## src/rtl/alu_pkg.sv

```systemverilog
// alu_pkg: shared ALU widths, opcodes, FSM states and response payload type
package alu_pkg;
  localparam int OPND_W = 8;
  localparam int RES_W = 9;
  typedef enum logic [2:0] {
    ALU_ADD = 3'b000,
    ALU_SUB = 3'b001,
    ALU_AND = 3'b010,
    ALU_OR  = 3'b011,
    ALU_XOR = 3'b100,
    ALU_NOP = 3'b111
  } alu_op_e;
  typedef enum logic [1:0] {ST_IDLE, ST_ISSUE, ST_CAPTURE} state_e;
  typedef struct packed {
    logic [RES_W-1:0] result;
    logic overflow;
    logic err;
  } rsp_s;
  function automatic logic op_is_err(input logic [2:0] op);
    return op > ALU_XOR;
  endfunction
endpackage

```

## src/rtl/alu_rsp_fifo.sv

```systemverilog
// alu_rsp_fifo: first-word-fall-through response FIFO; pointers carry an extra wrap bit
module alu_rsp_fifo #(
  parameter int DEPTH = 4,
  parameter int W = 8
) (
  input  logic         clk,
  input  logic         rst_n,
  input  logic         push,
  input  logic [W-1:0] din,
  input  logic         pop,
  output logic [W-1:0] dout,
  output logic         valid,
  output logic         full
);
  localparam int AW = $clog2(DEPTH);
  logic [AW:0] wr_q, wr_d, rd_q, rd_d;
  logic [W-1:0] mem_q [DEPTH];
  assign valid = wr_q != rd_q;
  assign full = (wr_q[AW] != rd_q[AW]) && (wr_q[AW-1:0] == rd_q[AW-1:0]);
  assign dout = valid ? mem_q[rd_q[AW-1:0]] : '0;
  always_comb begin
    wr_d = wr_q + {{AW{1'b0}}, push};
    rd_d = rd_q + {{AW{1'b0}}, pop && valid};
  end
  always_ff @(posedge clk or negedge rst_n) begin
    if (!rst_n) begin
      wr_q <= '0;
      rd_q <= '0;
    end else begin
      wr_q <= wr_d;
      rd_q <= rd_d;
    end
  end
  always_ff @(posedge clk) begin
    if (push) mem_q[wr_q[AW-1:0]] <= din;
  end
endmodule

```

## src/rtl/alu_req_ctrl.sv

```systemverilog
// alu_req_ctrl: issues one command at a time to a registered ALU and queues tagged responses
// Optional statistics counters enabled by defining ALU_REQ_CTRL_STATS_EN.
module alu_req_ctrl
  import alu_pkg::*;
#(
  parameter int DEPTH = 4,
  parameter int TAG_W = 4
) (
  input  logic              clk,
  input  logic              rst_n,
  input  logic              cmd_valid,
  output logic              cmd_ready,
  input  logic [2:0]        cmd_op,
  input  logic [OPND_W-1:0] cmd_a,
  input  logic [OPND_W-1:0] cmd_b,
  input  logic [TAG_W-1:0]  cmd_tag,
  output logic [OPND_W-1:0] alu_a,
  output logic [OPND_W-1:0] alu_b,
  output logic [2:0]        alu_op,
  input  logic [RES_W-1:0]  alu_result,
  input  logic              alu_overflow,
  output logic              rsp_valid,
  input  logic              rsp_ready,
  output logic [RES_W-1:0]  rsp_result,
  output logic              rsp_overflow,
  output logic              rsp_err,
  output logic [TAG_W-1:0]  rsp_tag
`ifdef ALU_REQ_CTRL_STATS_EN
  ,
  output logic [15:0]       stat_cmd_cnt,
  output logic [15:0]       stat_ovf_cnt
`endif
);
  localparam int PW = TAG_W + $bits(rsp_s);
  state_e state_q, state_d;
  logic [OPND_W-1:0] a_q, a_d, b_q, b_d;
  logic [2:0] op_q, op_d;
  logic [TAG_W-1:0] tag_q, tag_d;
  logic err_q, err_d, full, accept, push;
  rsp_s rsp_in, rsp_out;
  logic [PW-1:0] fifo_out;
  assign accept = cmd_valid && cmd_ready;
  assign push = state_q == ST_CAPTURE;
  always_ff @(posedge clk or negedge rst_n) begin
    if (!rst_n) state_q <= ST_IDLE;
    else state_q <= state_d;
  end
  always_comb begin
    state_d = state_q == ST_IDLE  ? (accept ? ST_ISSUE : ST_IDLE) :
              state_q == ST_ISSUE ? ST_CAPTURE : ST_IDLE;
  end
  always_comb begin
    cmd_ready = rst_n && state_q == ST_IDLE && !full;
    alu_a = a_q;
    alu_b = b_q;
    alu_op = op_q;
  end
  // Operand registers self-clear after ISSUE, so the ALU only sees a command for one cycle
  always_comb begin
    a_d = accept ? cmd_a : '0;
    b_d = accept ? cmd_b : '0;
    op_d = accept ? cmd_op : ALU_NOP;
    tag_d = accept ? cmd_tag : tag_q;
    err_d = accept ? op_is_err(cmd_op) : err_q;
  end
  always_ff @(posedge clk or negedge rst_n) begin
    if (!rst_n) begin
      a_q <= '0;
      b_q <= '0;
      op_q <= ALU_NOP;
      tag_q <= '0;
      err_q <= 1'b0;
    end else begin
      a_q <= a_d;
      b_q <= b_d;
      op_q <= op_d;
      tag_q <= tag_d;
      err_q <= err_d;
    end
  end
  always_comb begin
    rsp_in.result = err_q ? '0 : alu_result;
    rsp_in.overflow = !err_q && alu_overflow;
    rsp_in.err = err_q;
  end
  alu_rsp_fifo #(.DEPTH(DEPTH), .W(PW)) u_fifo (
    .clk(clk),
    .rst_n(rst_n),
    .push(push),
    .din({tag_q, rsp_in}),
    .pop(rsp_ready),
    .dout(fifo_out),
    .valid(rsp_valid),
    .full(full)
  );
  assign {rsp_tag, rsp_out} = fifo_out;
  assign rsp_result = rsp_out.result;
  assign rsp_overflow = rsp_out.overflow;
  assign rsp_err = rsp_out.err;
`ifdef ALU_REQ_CTRL_STATS_EN
  logic [15:0] cmd_cnt_q, cmd_cnt_d, ovf_cnt_q, ovf_cnt_d;
  always_comb begin
    cmd_cnt_d = cmd_cnt_q + {15'd0, accept && cmd_cnt_q != 16'hFFFF};
    ovf_cnt_d = ovf_cnt_q + {15'd0, push && rsp_in.overflow && ovf_cnt_q != 16'hFFFF};
  end
  always_ff @(posedge clk or negedge rst_n) begin
    if (!rst_n) begin
      cmd_cnt_q <= '0;
      ovf_cnt_q <= '0;
    end else begin
      cmd_cnt_q <= cmd_cnt_d;
      ovf_cnt_q <= ovf_cnt_d;
    end
  end
  assign stat_cmd_cnt = cmd_cnt_q;
  assign stat_ovf_cnt = ovf_cnt_q;
`endif
endmodule
```

## config.mk

```make
export PLATFORM = sky130hd
export DESIGN_NAME = alu_req_ctrl
export DESIGN_NICKNAME = d
export VERILOG_FILES = /design/src/rtl/alu_pkg.sv /design/src/rtl/alu_rsp_fifo.sv /design/src/rtl/alu_req_ctrl.sv
export SDC_FILE = /design/constraint.sdc
export NUM_CORES = 1
export LEC_CHECK = 0
export BUFFER_PORTS_ARGS = -buffer_cell sky130_fd_sc_hd__buf_2
export CAP_MARGIN = 40
export CORE_MARGIN = 1.5
export CORE_UTILIZATION = 54
export CTS_BUF_LIST = sky130_fd_sc_hd__clkbuf_16
export CTS_CLUSTER_DIAMETER = 200
export DETAILED_ROUTE_END_ITERATION = 16
export PLACE_DENSITY = 0.75
export SLEW_MARGIN = 30
export SYNTH_ARGS = -nofsm -noshare
export SYNTH_HDL_FRONTEND = slang
export SYNTH_HIERARCHICAL = 1
export SYNTH_SLANG_ARGS = --single-unit
export TNS_END_PERCENT = 50
```

## constraint.sdc

```tcl
create_clock -name clk -period 2.7 [get_ports clk]
set_input_delay 0.27 -clock clk [delete_from_list [all_inputs] [get_ports clk]]
set_output_delay 0.27 -clock clk [all_outputs]
set_load 0.05 [all_outputs]
```

==> flow_summary_export.csv, run 1 <==
group,metric,value,unit
run_status,status,"complete, but fails checks",
run_status,violations,"design-rule violations",
sta,finalCritPeriodShare,84.5,%
sta,clock_skew,0.00936,ns
logic_synthesis,synth_seq_cells,92,
logic_synthesis,synth_ff_type,"edfxtp_1",
critical_path,r2r_cells,5,
clock_tree,cts_resized,0,
critical_path,cp_slowest_cell,"dfrtp_1",
sta,fmax,438,MHz
logic_synthesis,syn_inst,191,
critical_path,arrival,2.01,ns
drt,drt-vias-per-instance,5.56,
power,pwr-share-comb,43.5,%
clock_tree,cts.sinks,92,
clock_tree,cts_root_buffer,"clkbuf_16",
die,num_io_pins,73,
clock_tree,clock_path_buffers,2,
power,switching_share,42.1,%
clock_tree,path_clk_slew,0.07,ns
logic_synthesis,netlist_area,0.00366,sq mm
drt,dr.pass1.iters,10,
critical_path,startpoint_type,"flop",
die,die_w,85.4,um
critical_path,cp_slowest_stage_delay,0.47,ns
hold_path,min_path_cells,2,
placement,port_buffers,72,
power,finalPower,5840,uW
grt,overflow,0,
sta,period_minus_slack,2.28,ns
logic_synthesis,synth_cell_types,31,
power,internal_power,3380,uW
job,max_cap_viol_count,0,
grt,grt_max_degree,33,
logic_synthesis,ys_seq_area_share,71.1,%
final_layout,diodes,0,
logic_synthesis,syn_avg_cell_area,19.2,sq um
die,row_count,29,
drt,wl_per_cell,18.7,um
clock_tree,cts_setup_buffers,0,
clock_tree,cts_tree,"yes",
critical_path,path_class,"flop to output pin",
power,power.leakage,0.00189,uW
logic_synthesis,yosys.area.top_type,"edfxtp_1",
hold_path,hp-start,"cmd_op[0]",
sta,setup_ws,0.417,ns
final_layout,drive_gt1_share,43.8,%
placement,place.gp.congestion,0.720,
critical_path,crit_chain,"xor2_2 -> nor3_1 -> nor4b_4 -> buf_4 -> buf_2",
die,start_util,56.7,%
drt,ant_nets,0,
sta,maxSlewHeadroom,62.7,%
placement,post-place-cells,341,
final_layout,area_growth,21.6,%
drt,routed_wl,6.70,mm
logic_synthesis,yosys-top-cells-area,"edfxtp_1 (49%), dfrtp_1 (20%), mux4_2 (6.1%)",
critical_path,r2r_setup_slack,0.77,ns
placement,post-place-ws,0.765,ns
logic_synthesis,synth_edf_count,60,
critical_path,endpoint_kind,"output pin",
critical_path,required,2.43,ns
power,p_clk_share,21.9,%
hold_path,whs_endpoint,"alu_op[0]",
clock_tree,cts-htree-levels,3,
sta,finalSetupTns,0,ns
die,fp.dieArea,0.00729,sq mm
logic_synthesis,yosys_warnings,6,
sta,tightest_slew,0.560,ns
grt,grt_usage,20.2,%
power,seqPwrFrac,34.7,%
die,die_y,85.4,um
placement,place_hpwl,4.47,mm
logic_synthesis,syn-num-nets,232,
drt,num_vias,1989,
die,core,0.00646,sq mm
power,peakVddDrop,0.677,mV
final_layout,nets,317,
drt,drc,2,
grt,grt_antenna_before_repair,0,
logic_synthesis,synth_top_cell_area_share,49.2,%
grt,grt_first_pass_wirelength,10.8,mm
critical_path,path_max_fanout,10,
sta,slew_violations,0,
clock_tree,cts_buffers,9,
sta,finalHoldViolations,0,
critical_path,r2r_start,"u_fifo/wr_q[1]",
critical_path,r2r_end,"tag_q[0]",
logic_synthesis,async_flop_share,34.8,%
drt,drt_iter0_markers,74,
sta,setup_viol,0,
sta,hold-worst-slack,0.136,ns
grt,grt_pass1_vias,2137,
logic_synthesis,ys_top_cells_by_count,"edfxtp_1 (60), dfrtp_1 (29), and3_1 (17), o31a_1 (16), nor2b_1 (12)",
power,power_switching,2460,uW
power,cellPowerDensity,1310,mW/mm^2
logic_synthesis,synthMostInstantiatedCell,"edfxtp_1",
final_layout,finalNonFillerCells,358,
clock_tree,clk-insertion-delay-late,0.33,ns
hold_path,hold_path_class,"input port to flop",
sta,rsz0062_at_grt,"false",
area by class of cell:
type                            instances  area (sq um)
Multi-Input combinational cell         87           970
Clock inverter                          7          91.3
Sequential cell                        92          2610
Tap cell                               77          96.3
Fill cell                             428          2010
Timing Repair Buffer                   85           460
Clock buffer                            9           225
Inverter                                1          3.75
placed cells by master (no fill, tap or decap), drive strengths merged, types with 5 or more instances in the layout:
cell    instances
and3           17
buf            84
clkbuf          9
dfrtp          29
edfxtp         60
mux4           15
nor2b          12
o31a           16
xor2            5
critical path, delay by kind of cell (launching register included):
kind                      cells  cell delay [ns]
DFF                           1             0.47
buffers and inverters         2             0.50
xor gates and xnor gates      1             0.19
and+or+nand+nor               2             0.52
layer usage:
layer	vias up	GRT usage, %	routed length, um
met1	991	27.0	2730
met2	72	33.1	3440
met4	0	9.24	129
met3	11	3.40	394
li1	915	-	-
met5	-	0	0
worst max-delay path by stage:
stage,slack (ns),from,to,cells past startpoint
finish,0.42,u_fifo/wr_q[1],cmd_ready,5
global route,0.25,u_fifo/wr_q[1],cmd_ready,5
CTS,0.40,u_fifo/wr_q[1],cmd_ready,5
detailed placement,0.77,u_fifo/wr_q[1],cmd_ready,5
global placement,0.83,u_fifo/wr_q[1],cmd_ready,5
floorplan,0.45,state_q[1],u_fifo/mem_q[0][0],2
sequential cells by signal, indices dropped and copies added, names as in the netlist:
| register | count |
|---|---|
| u_fifo/mem_q | 60 |
| alu_a | 8 |
| alu_b | 8 |
| tag_q | 4 |
| alu_op | 3 |
| u_fifo/rd_q | 3 |
| u_fifo/wr_q | 3 |
| state_q | 2 |
| err_q | 1 |
per-stage QoR:
stage	utilization, %	area [sq um]
after floorplan	-	3660
after global placement	63.9	4130
after detailed placement	63.9	4130
after CTS	68.9	4450
after global routing	68.9	4450
final	68.9	4450
cell families after synthesis:
kind of cell / share of synthesized area [%]
DFF: 71.1
and+or+nand+nor: 7.31
muxes: 11.6
AOI/OAI and AO/OA: 3.96
buffers and inverters: 2.53
xor gates and xnor gates: 2.05
adders and majority gates: 1.37
repair_timing:
action                     CTS  global route
setup endpoints to repair    0             0
hold buffers                 1             0
hold endpoints to repair    29             0
power by group through the flow:
stage / Clock, uW / Sequential (uW) / Combinational [uW]
after floorplan: 0 / 2120 / 1890
after global placement: 0 / 2030 / 2510
after detailed placement: 0 / 2050 / 2550
after CTS: 1300 / 2030 / 2560
after global routing: 1360 / 2050 / 2680
final: 1280 / 2030 / 2540
Note: power is estimated with default switching activity, not from simulation.
==> inputs of run 2 (changes only) <==
--- a/config.mk
+++ b/config.mk
@@ -5,14 +5,15 @@
 export SDC_FILE = /design/constraint.sdc
 export NUM_CORES = 1
 export LEC_CHECK = 0
+export ABC_AREA = 1
 export BUFFER_PORTS_ARGS = -buffer_cell sky130_fd_sc_hd__buf_2
 export CAP_MARGIN = 40
 export CORE_MARGIN = 1.5
-export CORE_UTILIZATION = 54
+export CORE_UTILIZATION = 55
 export CTS_BUF_LIST = sky130_fd_sc_hd__clkbuf_16
 export CTS_CLUSTER_DIAMETER = 200
 export DETAILED_ROUTE_END_ITERATION = 16
-export PLACE_DENSITY = 0.75
+export PLACE_DENSITY = 0.76
 export SLEW_MARGIN = 30
 export SYNTH_ARGS = -nofsm -noshare
 export SYNTH_HDL_FRONTEND = slang
==> constraint.sdc (replaced) <==
create_clock -name clk -period 2.3 [get_ports clk]
set_input_delay 0.23 -clock clk [delete_from_list [all_inputs] [get_ports clk]]
set_output_delay 0.23 -clock clk [all_outputs]
set_load 0.05 [all_outputs]
==> flow_summary_export.csv, run 2 <==
group,metric,value,unit
run_status,status,"finished, final reports clean",
logic_synthesis,yosys_warnings,6,
critical_path,path_max_fanout,5,
clock_tree,clk-insertion-delay-late,0.33,ns
hold_path,min_path_cells,3,
power,p_clk_share,23.9,%
critical_path,arrival,1.85,ns
hold_path,hold_path_class,"input port to flop",
drt,ant_nets,0,
drt,drt_iter0_markers,202,
grt,grt_pass1_vias,2810,
power,cellPowerDensity,1380,mW/mm^2
sta,slew_violations,0,
final_layout,largest_register_ffs,60,
final_layout,nets,542,
drt,routed_wl,8.21,mm
sta,rsz0062_at_grt,"false",
logic_synthesis,yosys.area.top_type,"edfxtp_1",
clock_tree,cts_setup_buffers,0,
clock_tree,path_clk_slew,0.06,ns
logic_synthesis,ys_seq_area_share,64.4,%
power,seqPwrFrac,34.0,%
die,die_y,88.8,um
final_layout,layout_common_cells,"inv_1 (113), nand2_1 (113), buf_2 (72)",
final_layout,final_util,68.6,%
logic_synthesis,synth_seq_cells,92,
logic_synthesis,syn_inst,417,
final_layout,diodes,0,
die,core,0.00718,sq mm
clock_tree,cts-htree-levels,3,
logic_synthesis,syn-num-nets,458,
grt,grt_usage,22.6,%
placement,port_buffers,72,
power,switching_share,43.9,%
placement,place_hpwl,5.38,mm
logic_synthesis,synth_top_cell_area_share,44.5,%
logic_synthesis,synth_ff_type,"edfxtp_1",
die,fp.dieArea,0.00788,sq mm
sta,finalCritPeriodShare,90.3,%
logic_synthesis,async_flop_share,34.8,%
sta,tightest_slew,0.572,ns
sta,setup_ws,0.224,ns
clock_tree,cts_tree,"yes",
sta,finalSetupTns,0,ns
grt,grt_antenna_before_repair,0,
sta,fmax,482,MHz
critical_path,r2r_setup_slack,0.44,ns
final_layout,nFillCells,524,
clock_tree,cts_buffers,9,
drt,drt-vias-per-instance,4.78,
logic_synthesis,synth_edf_count,60,
final_layout,drive_gt1_share,24.9,%
sta,period_minus_slack,2.08,ns
final_layout,area_growth,21.7,%
sta,maxSlewHeadroom,61.8,%
hold_path,hp-start,"cmd_op[2]",
die,die_w,88.8,um
drt,num_vias,2894,
grt,grt_first_pass_wirelength,12.8,mm
placement,place.gp.congestion,0.843,
clock_tree,cts.sinks,92,
critical_path,r2r_start,"u_fifo/wr_q[0]",
critical_path,r2r_cells,9,
logic_synthesis,synth_cell_types,20,
sta,clock_skew,0.00463,ns
power,pwr-share-comb,42.1,%
drt,drc,0,
critical_path,path_class,"flop to output pin",
critical_path,startpoint_type,"flop",
hold_path,whs_endpoint,"alu_op[2]",
power,internal_power,3810,uW
sta,setup_viol,0,
critical_path,r2r_end,"u_fifo/rd_q[2]",
die,row_count,31,
drt,dr.pass1.iters,4,
logic_synthesis,netlist_area,0.00405,sq mm
grt,overflow,0,
critical_path,required,2.07,ns
clock_tree,cts_root_buffer,"clkbuf_16",
die,num_io_pins,73,
clock_tree,clock_path_buffers,2,
placement,post-place-ws,0.505,ns
job,max_cap_viol_count,0,
power,power.leakage,0.00264,uW
logic_synthesis,syn_avg_cell_area,9.70,sq um
die,start_util,56.4,%
final_layout,stdcell_area,0.00492,sq mm
power,power_switching,2980,uW
sta,finalHoldViolations,0,
placement,dpl_cell_area,0.00456,sq mm
drt,wl_per_cell,13.6,um
critical_path,endpoint_kind,"output pin",
logic_synthesis,ys_top_cells_by_count,"inv_1 (113), nand2_1 (113), edfxtp_1 (60), nand3_1 (31), dfrtp_1 (29)",
power,peakVddDrop,0.649,mV
grt,grt_max_degree,31,
logic_synthesis,yosys-top-cells-area,"edfxtp_1 (45%), dfrtp_1 (18%), inv_1 (10%)",
run 2: critical path, cell delays in order (launching register included):
cell     delay, ns
dfrtp_1       0.44
inv_1         0.13
nand2_1       0.09
nand2_1       0.11
nand2_1       0.13
nor2_2        0.07
inv_1         0.07
nand2_1       0.05
nor2_1        0.14
buf_2         0.29
run 2: through the flow:
stage	hold slack, ns	std cells	total power [uW]
after CTS	0.0890	605	6830
after floorplan	-0.0656	417	4480
final	0.0937	605	6790
after detailed placement	0.0648	588	5160
after global placement	0.0699	588	5090
after global routing	0.0971	605	7160
run 2: routing by layer:
metal,share of wire [%],global-route usage (%),vias up
met4,1.7,10.9,0
li1,-,-,1414
met1,39,26.0,1358
met5,0,0,-
met2,54,39.9,104
met3,5.9,4.94,18
run 2: layout make-up:
type                    count  area, sq um  share of cell area, %
repair buffers             86          468                   9.51
clock inverters             3         26.3                  0.534
flip-flops and latches     92         2610                   52.9
multi-input cells         197          941                   19.1
inverters                 115          432                   8.77
well taps                  99          124                   2.52
clock buffers              13          325                   6.61
run 2: repair_timing:
item / in CTS / in global routing
endpoints found under the setup margin: 0 / 1
resized for setup: 0 / 1
hold endpoints to repair: 4 / 0
hold buffers: 1 / 0
run 2: worst max path at each step:
stage,end,startpoint,slack [ns]
final,cmd_ready,u_fifo/wr_q[0],0.22
after global routing,cmd_ready,u_fifo/rd_q[0],0.1
after CTS,cmd_ready,u_fifo/wr_q[0],0.13
after detailed placement,alu_op[0],u_fifo/rd_q[0],0.50
after global placement,alu_op[1],u_fifo/rd_q[0],0.56
after floorplan,u_fifo/mem_q[2][0],state_q[1],0.18
run 2: kinds of logic after synthesis:
family | after synthesis | share of synthesized area, %
DFF | 92 | 64.4
xor gates and xnor gates | 2 | 0.433
buffers and inverters | 128 | 12.9
and+or+nand+nor | 191 | 21.0
adders and majority gates | 4 | 1.24
run 2: power by group through the flow:
stage               clock network (uW)  registers (uW)  logic, uW
floorplan                            0            2390       2090
global placement                     0            2330       2760
CTS                               1650            2310       2870
global route                      1720            2340       3110
finish                            1620            2310       2860
detailed placement                   0            2340       2820
